==> config.mk <==
export PLATFORM = sky130hd
export DESIGN_NAME = tmr0_counter
export DESIGN_NICKNAME = d
export VERILOG_FILES = /design/src/rtl/tmr0_pkg.sv /design/src/rtl/tmr0_sync.sv /design/src/rtl/tmr0_counter.sv
export SDC_FILE = /design/constraint.sdc
export NUM_CORES = 1
export LEC_CHECK = 0
export CORE_MARGIN = 3
export CORE_UTILIZATION = 43
export DETAILED_ROUTE_END_ITERATION = 7
export PLACE_DENSITY = 0.81
export SLEW_MARGIN = 20
export SYNTH_ARGS = -nofsm -noshare
export SYNTH_HDL_FRONTEND = slang
export SYNTH_SLANG_ARGS = --single-unit
==> constraint.sdc <==
create_clock -name oscIn -period 4.5 [get_ports oscIn]
set_clock_uncertainty 0.1 [all_clocks]
set_input_delay 0.675 -clock oscIn [delete_from_list [all_inputs] [get_ports oscIn]]
set_output_delay 0.675 -clock oscIn [all_outputs]
set_load 0.03 [all_outputs]
==> src/rtl/tmr0_pkg.sv <==
// Shared constants and types for the TMR0 counting path.
package tmr0_pkg;

  localparam int unsigned TMR0_W = 8;
  localparam logic [TMR0_W-1:0] TMR0_MAX = 8'hFF;
  localparam int unsigned SYNC_STAGES_DEF = 2;
  localparam int unsigned INHIBIT_CYCLES_DEF = 2;

  typedef enum logic {
    ST_IDLE    = 1'b0,
    ST_INHIBIT = 1'b1
  } inh_state_e;

endpackage

==> src/rtl/tmr0_sync.sv <==
// Multi-flop synchronizer for an asynchronous level plus rising-edge detector
// producing a one-cycle pulse in the clk domain.
module tmr0_sync #(
  parameter int unsigned STAGES = 2
) (
  input  logic clk,
  input  logic rst_n,
  input  logic i_async,
  output logic o_rise_c
);

  logic [STAGES-1:0] r_sync;
  logic              r_dly;

  // Synchronizer chain; the extra r_dly flop is the edge-detect reference.
  always_ff @(posedge clk or negedge rst_n) begin
    if (!rst_n) begin
      r_sync <= '0;
      r_dly  <= 1'b0;
    end else begin
      r_sync <= {r_sync[STAGES-2:0], i_async};
      r_dly  <= r_sync[STAGES-1];
    end
  end

  assign o_rise_c = r_sync[STAGES-1] & ~r_dly;

endmodule

==> src/rtl/tmr0_counter.sv <==
// TMR0 register, overflow flag, interrupt qualification and CPU write handling.
// Optional post-write increment inhibit enabled by defining TMR0_INHIBIT_EN.
module tmr0_counter
  import tmr0_pkg::*;
#(
  parameter int unsigned SYNC_STAGES    = SYNC_STAGES_DEF,
  parameter int unsigned INHIBIT_CYCLES = INHIBIT_CYCLES_DEF
) (
  input  logic              oscIn,
  input  logic              reset,
  input  logic              tick,
  input  logic              wr_en,
  input  logic [TMR0_W-1:0] wr_data,
  input  logic              clr_if,
  input  logic              t0ie,
  input  logic              gie,
  output logic [TMR0_W-1:0] tmr0out,
  output logic              t0if,
  output logic              irq,
  output logic              ps_clr
);

  logic              w_inc;
  logic              w_inhibit;
  logic              w_ovf;
  logic [TMR0_W-1:0] w_tmr_nxt;
  logic              w_t0if_nxt;
  logic [TMR0_W-1:0] r_tmr;
  logic              r_t0if;
  logic              r_ps_clr;

  tmr0_sync #(
    .STAGES (SYNC_STAGES)
  ) u_sync (
    .clk      (oscIn),
    .rst_n    (reset),
    .i_async  (tick),
    .o_rise_c (w_inc)
  );

`ifdef TMR0_INHIBIT_EN
  localparam int unsigned INH_W = (INHIBIT_CYCLES > 1) ? $clog2(INHIBIT_CYCLES + 1) : 1;

  inh_state_e       r_state;
  inh_state_e       w_state_nxt;
  logic [INH_W-1:0] r_inh_cnt;
  logic [INH_W-1:0] w_inh_cnt_nxt;

  always_ff @(posedge oscIn or negedge reset) begin
    if (!reset) begin
      r_state   <= ST_IDLE;
      r_inh_cnt <= '0;
    end else begin
      r_state   <= w_state_nxt;
      r_inh_cnt <= w_inh_cnt_nxt;
    end
  end

  // Inhibit window: every write (re)arms it, then it drains one per cycle.
  always_comb begin
    w_state_nxt   = r_state;
    w_inh_cnt_nxt = r_inh_cnt;
    case (r_state)
      ST_IDLE: begin
        if (wr_en && (INHIBIT_CYCLES != 0)) begin
          w_state_nxt   = ST_INHIBIT;
          w_inh_cnt_nxt = INH_W'(INHIBIT_CYCLES);
        end
      end
      ST_INHIBIT: begin
        if (wr_en) begin
          w_inh_cnt_nxt = INH_W'(INHIBIT_CYCLES);
        end else if (r_inh_cnt <= INH_W'(1)) begin
          w_state_nxt   = ST_IDLE;
          w_inh_cnt_nxt = '0;
        end else begin
          w_inh_cnt_nxt = r_inh_cnt - INH_W'(1);
        end
      end
      default: begin
        w_state_nxt   = ST_IDLE;
        w_inh_cnt_nxt = '0;
      end
    endcase
  end

  assign w_inhibit = (r_state == ST_INHIBIT);
`else
  logic w_unused_inh;
  assign w_unused_inh = (INHIBIT_CYCLES != 0);
  assign w_inhibit    = 1'b0;
`endif

  // A write always beats a same-cycle increment, so it can never overflow.
  always_comb begin
    w_tmr_nxt = r_tmr;
    w_ovf     = 1'b0;
    if (wr_en) begin
      w_tmr_nxt = wr_data;
    end else if (w_inc && !w_inhibit) begin
      w_ovf     = (r_tmr == TMR0_MAX);
      w_tmr_nxt = r_tmr + TMR0_W'(1);
    end
    w_t0if_nxt = w_ovf | (r_t0if & ~clr_if);
  end

  always_ff @(posedge oscIn or negedge reset) begin
    if (!reset) begin
      r_tmr    <= '0;
      r_t0if   <= 1'b0;
      r_ps_clr <= 1'b0;
    end else begin
      r_tmr    <= w_tmr_nxt;
      r_t0if   <= w_t0if_nxt;
      r_ps_clr <= wr_en;
    end
  end

  assign tmr0out = r_tmr;
  assign t0if    = r_t0if;
  assign ps_clr  = r_ps_clr;
  assign irq     = r_t0if & t0ie & gie;

endmodule

==> impl_metrics.py <==
metrics = {
    "outcome": {
        "status": "completed",
    },
    "clock_tree": {
        "insertion_delay_ns": 0.27,
        "clockRootBuffer": "clkbuf_4",
        "clock_sinks": 13,
        "cts_tree": "built",
        "clk_pin_slew_ns": 0.07,
        "clockBufferDepth": 2,
        "ctsResizeCount": 0,
        "cts_setup_buffers": 0,
        "htree_num_levels": 1,
        "cts_buffers": 3,
        "postCtsHoldBufs": 0,
    },
    "yosys": {
        "synthMuxAreaShare_pct": 1.65,
        "synth_nets": 74,
        "synth_seq_area_share_pct": 53.7,
        "synth_compound_area_share_pct": 13.4,
        "synth_ff_type": "dfrtp_1",
        "synth_cells": 58,
        "synthSimpleGateAreaFrac_pct": 21.7,
        "synth_top_cells_by_count": "dfrtp_1 (13), nand2_1 (6), nand3_1 (4), nor2_1 (4), or4_1 (4)",
        "yosys.area.top_type": "dfrtp_1",
        "ys_warn_count": 0,
        "post-synth-top-count-cell": "dfrtp_1",
        "yosysTopAreaCellShare_pct": 53.7,
        "async_flop_share_pct": 100,
        "syn_area_sq_um": 606,
        "ys_ff_latch": 13,
        "synth_edf_count": 0,
        "synth_cell_type_count": 23,
        "yosys.area_share.xor_xnor_pct": 2.89,
        "postSynthAreaPerCell_sq_um": 10.4,
        "yosys.area_share.adder_pct": 2.07,
        "synth_top_family_by_area": "simple AND/OR/NAND/NOR gates",
        "yosys-top-cells-area": "dfrtp_1 (54%), or4_1 (5.0%), nand2_1 (3.7%)",
    },
    "floorplanning": {
        "die_area_sq_um": 1890,
        "die_h_um": 43.5,
        "initial_core_util_pct": 49.8,
        "die_w_um": 43.5,
        "core_sq_um": 1220,
        "ioPinCount": 26,
        "row_count": 12,
    },
    "sta": {
        "tns_ns": 0,
        "setup_viol": 0,
        "finalCritPeriodShare_pct": 60.0,
        "hold_violations": 0,
        "rsz0062_at_grt": "no",
        "worst_pin_slew_ns": 0.596,
        "fin_crit_ns": 2.70,
        "fmax_mhz": 370,
        "slew-limit-headroom_pct": 60.2,
        "finalWorstSetupSlack_ns": 1.80,
        "slew_violations": 0,
        "fin_hold_ws_ns": 0.263,
    },
    "power_and_ir_drop": {
        "power.share.switching_pct": 29.6,
        "clkPwrFrac_pct": 25.8,
        "intPower_mw": 0.192,
        "peakVddDrop_v": 0.000198,
        "power.switching_mw": 0.0809,
        "p_total_mw": 0.273,
        "pwr-share-comb_pct": 24.2,
        "pwr-share-seq_pct": 50.0,
        "p_leak_nw": 0.359,
        "p_per_area_nw_per_um2": 309,
    },
    "route": {
        "drt_iter0_drc": 1,
        "dr_total_vias": 550,
        "drc": 0,
        "vias_per_cell": 5.56,
        "wl_mm": 1.29,
        "wl_per_cell_um": 13.0,
        "ant_nets": 0,
        "drtPass1Iterations": 2,
    },
    "grt": {
        "grt_pass1_wl_mm": 2.13,
        "grt_max_degree": 14,
        "grt_usage_pct": 15.0,
        "grt_overflow": 0,
        "antenna_found_initial": 0,
        "grt_pass1_vias": 509,
    },
    "job": {
        "cap_violations": 0,
    },
    "critical_path": {
        "cp_max_fo": 1,
        "cp-start-kind": "input port",
        "reg2reg_depth": 4,
        "cp.arrival_ns": 1.93,
        "worst_setup_path_end_kind": "output pin",
        "crit_required_ns": 3.72,
        "worstSetupPathType": "in2out",
    },
    "placement": {
        "hpwlAfterDp_um": 958,
        "port_buffers": 25,
        "post-place-ws_ns": 1.80,
        "place_inst": 95,
        "gp_congestion": 0.712,
        "placed_area_sq_um": 857,
    },
    "layout": {
        "finalNonFillerCells": 99,
        "syn2layout_area_growth_pct": 45.9,
        "drive_gt1_share_pct": 4.71,
        "final_area_sq_um": 883,
        "fin_util_pct": 72.6,
        "n_antenna_cell": 0,
        "num-nets-final": 102,
    },
    "hold_path": {
        "min_path_type": "reg2reg",
        "holdPathStages": 0,
    },
}
-- flip-flops by register name, indices dropped and copies added, names as in the netlist --
signal	flops
ps_clr	1
t0if	1
tmr0out	8
u_sync.r_dly	1
u_sync.r_sync	2
-- kinds of logic after synthesis --
family | after synthesis
flops | 13
compound gates | 12
mux | 1
simple gates | 24
buf+inv | 5
fa+ha+maj | 1
xor+xnor | 2
-- final timing paths --
| kind | from | end | slack [ns] |
|---|---|---|---|
| worst max register to register | tmr0out[0] | tmr0out[6] | 2.84 |
| min in group asynchronous | reset | t0if | 0.68 |
| worst max-delay path | gie | irq | 1.80 |
| max in group asynchronous | reset | tmr0out[2] | 3.24 |
| worst min-delay path | u_sync.r_sync[0] | u_sync.r_sync[1] | 0.26 |
| worst min register to register | u_sync.r_sync[0] | u_sync.r_sync[1] | 0.26 |
-- worst max-delay path, stage by stage --
cell	delay (ns)
clkdlybuf4s50_1	0.45
and3_1	0.14
clkdlybuf4s50_1	0.66
-- area by class of cell --
class / count / area, sq um
Clock buffer: 4 / 26.3
Fill cell: 91 / 333
Inverter: 3 / 11.3
Multi-Input combinational cell: 40 / 253
Sequential cell: 13 / 325
Tap cell: 14 / 17.5
Timing Repair Buffer: 25 / 250
-- power groups by stage --
stage,clock network [mW],registers (mW),logic (mW)
final,0.0705,0.136,0.0660
after global routing,0.0782,0.138,0.0711
after CTS,0.0732,0.136,0.0666
after detailed placement,0,0.139,0.0662
after global placement,0,0.138,0.0656
after floorplan,0,0.152,0.0182
-- metal layers --
layer	global-route usage, %	wire [um]
met4	9.04	17
met5	0	0
met1	17.7	594
met3	3.32	100
met2	24.8	577
-- layout by cell type, fill, tap and decap left out --
master,synthesis,final
a31oi_1,3,3
a32o_1,1,1
and3_1,1,1
clkbuf_1,0,1
clkbuf_4,0,3
clkdlybuf4s50_1,0,25
clkinv_1,1,1
dfrtp_1,13,13
ha_1,1,1
inv_1,2,2
mux2i_1,1,1
nand2_1,6,6
nand2b_1,1,1
nand3_1,4,4
nand3b_1,1,1
nand4_1,1,1
nand4b_1,1,1
nor2_1,4,4
o211ai_1,2,2
o21ai_0,3,3
o31ai_1,3,3
or4_1,4,4
or4_2,1,1
xor2_1,2,2
No activity file was read; power rests on OpenSTA's default activity.
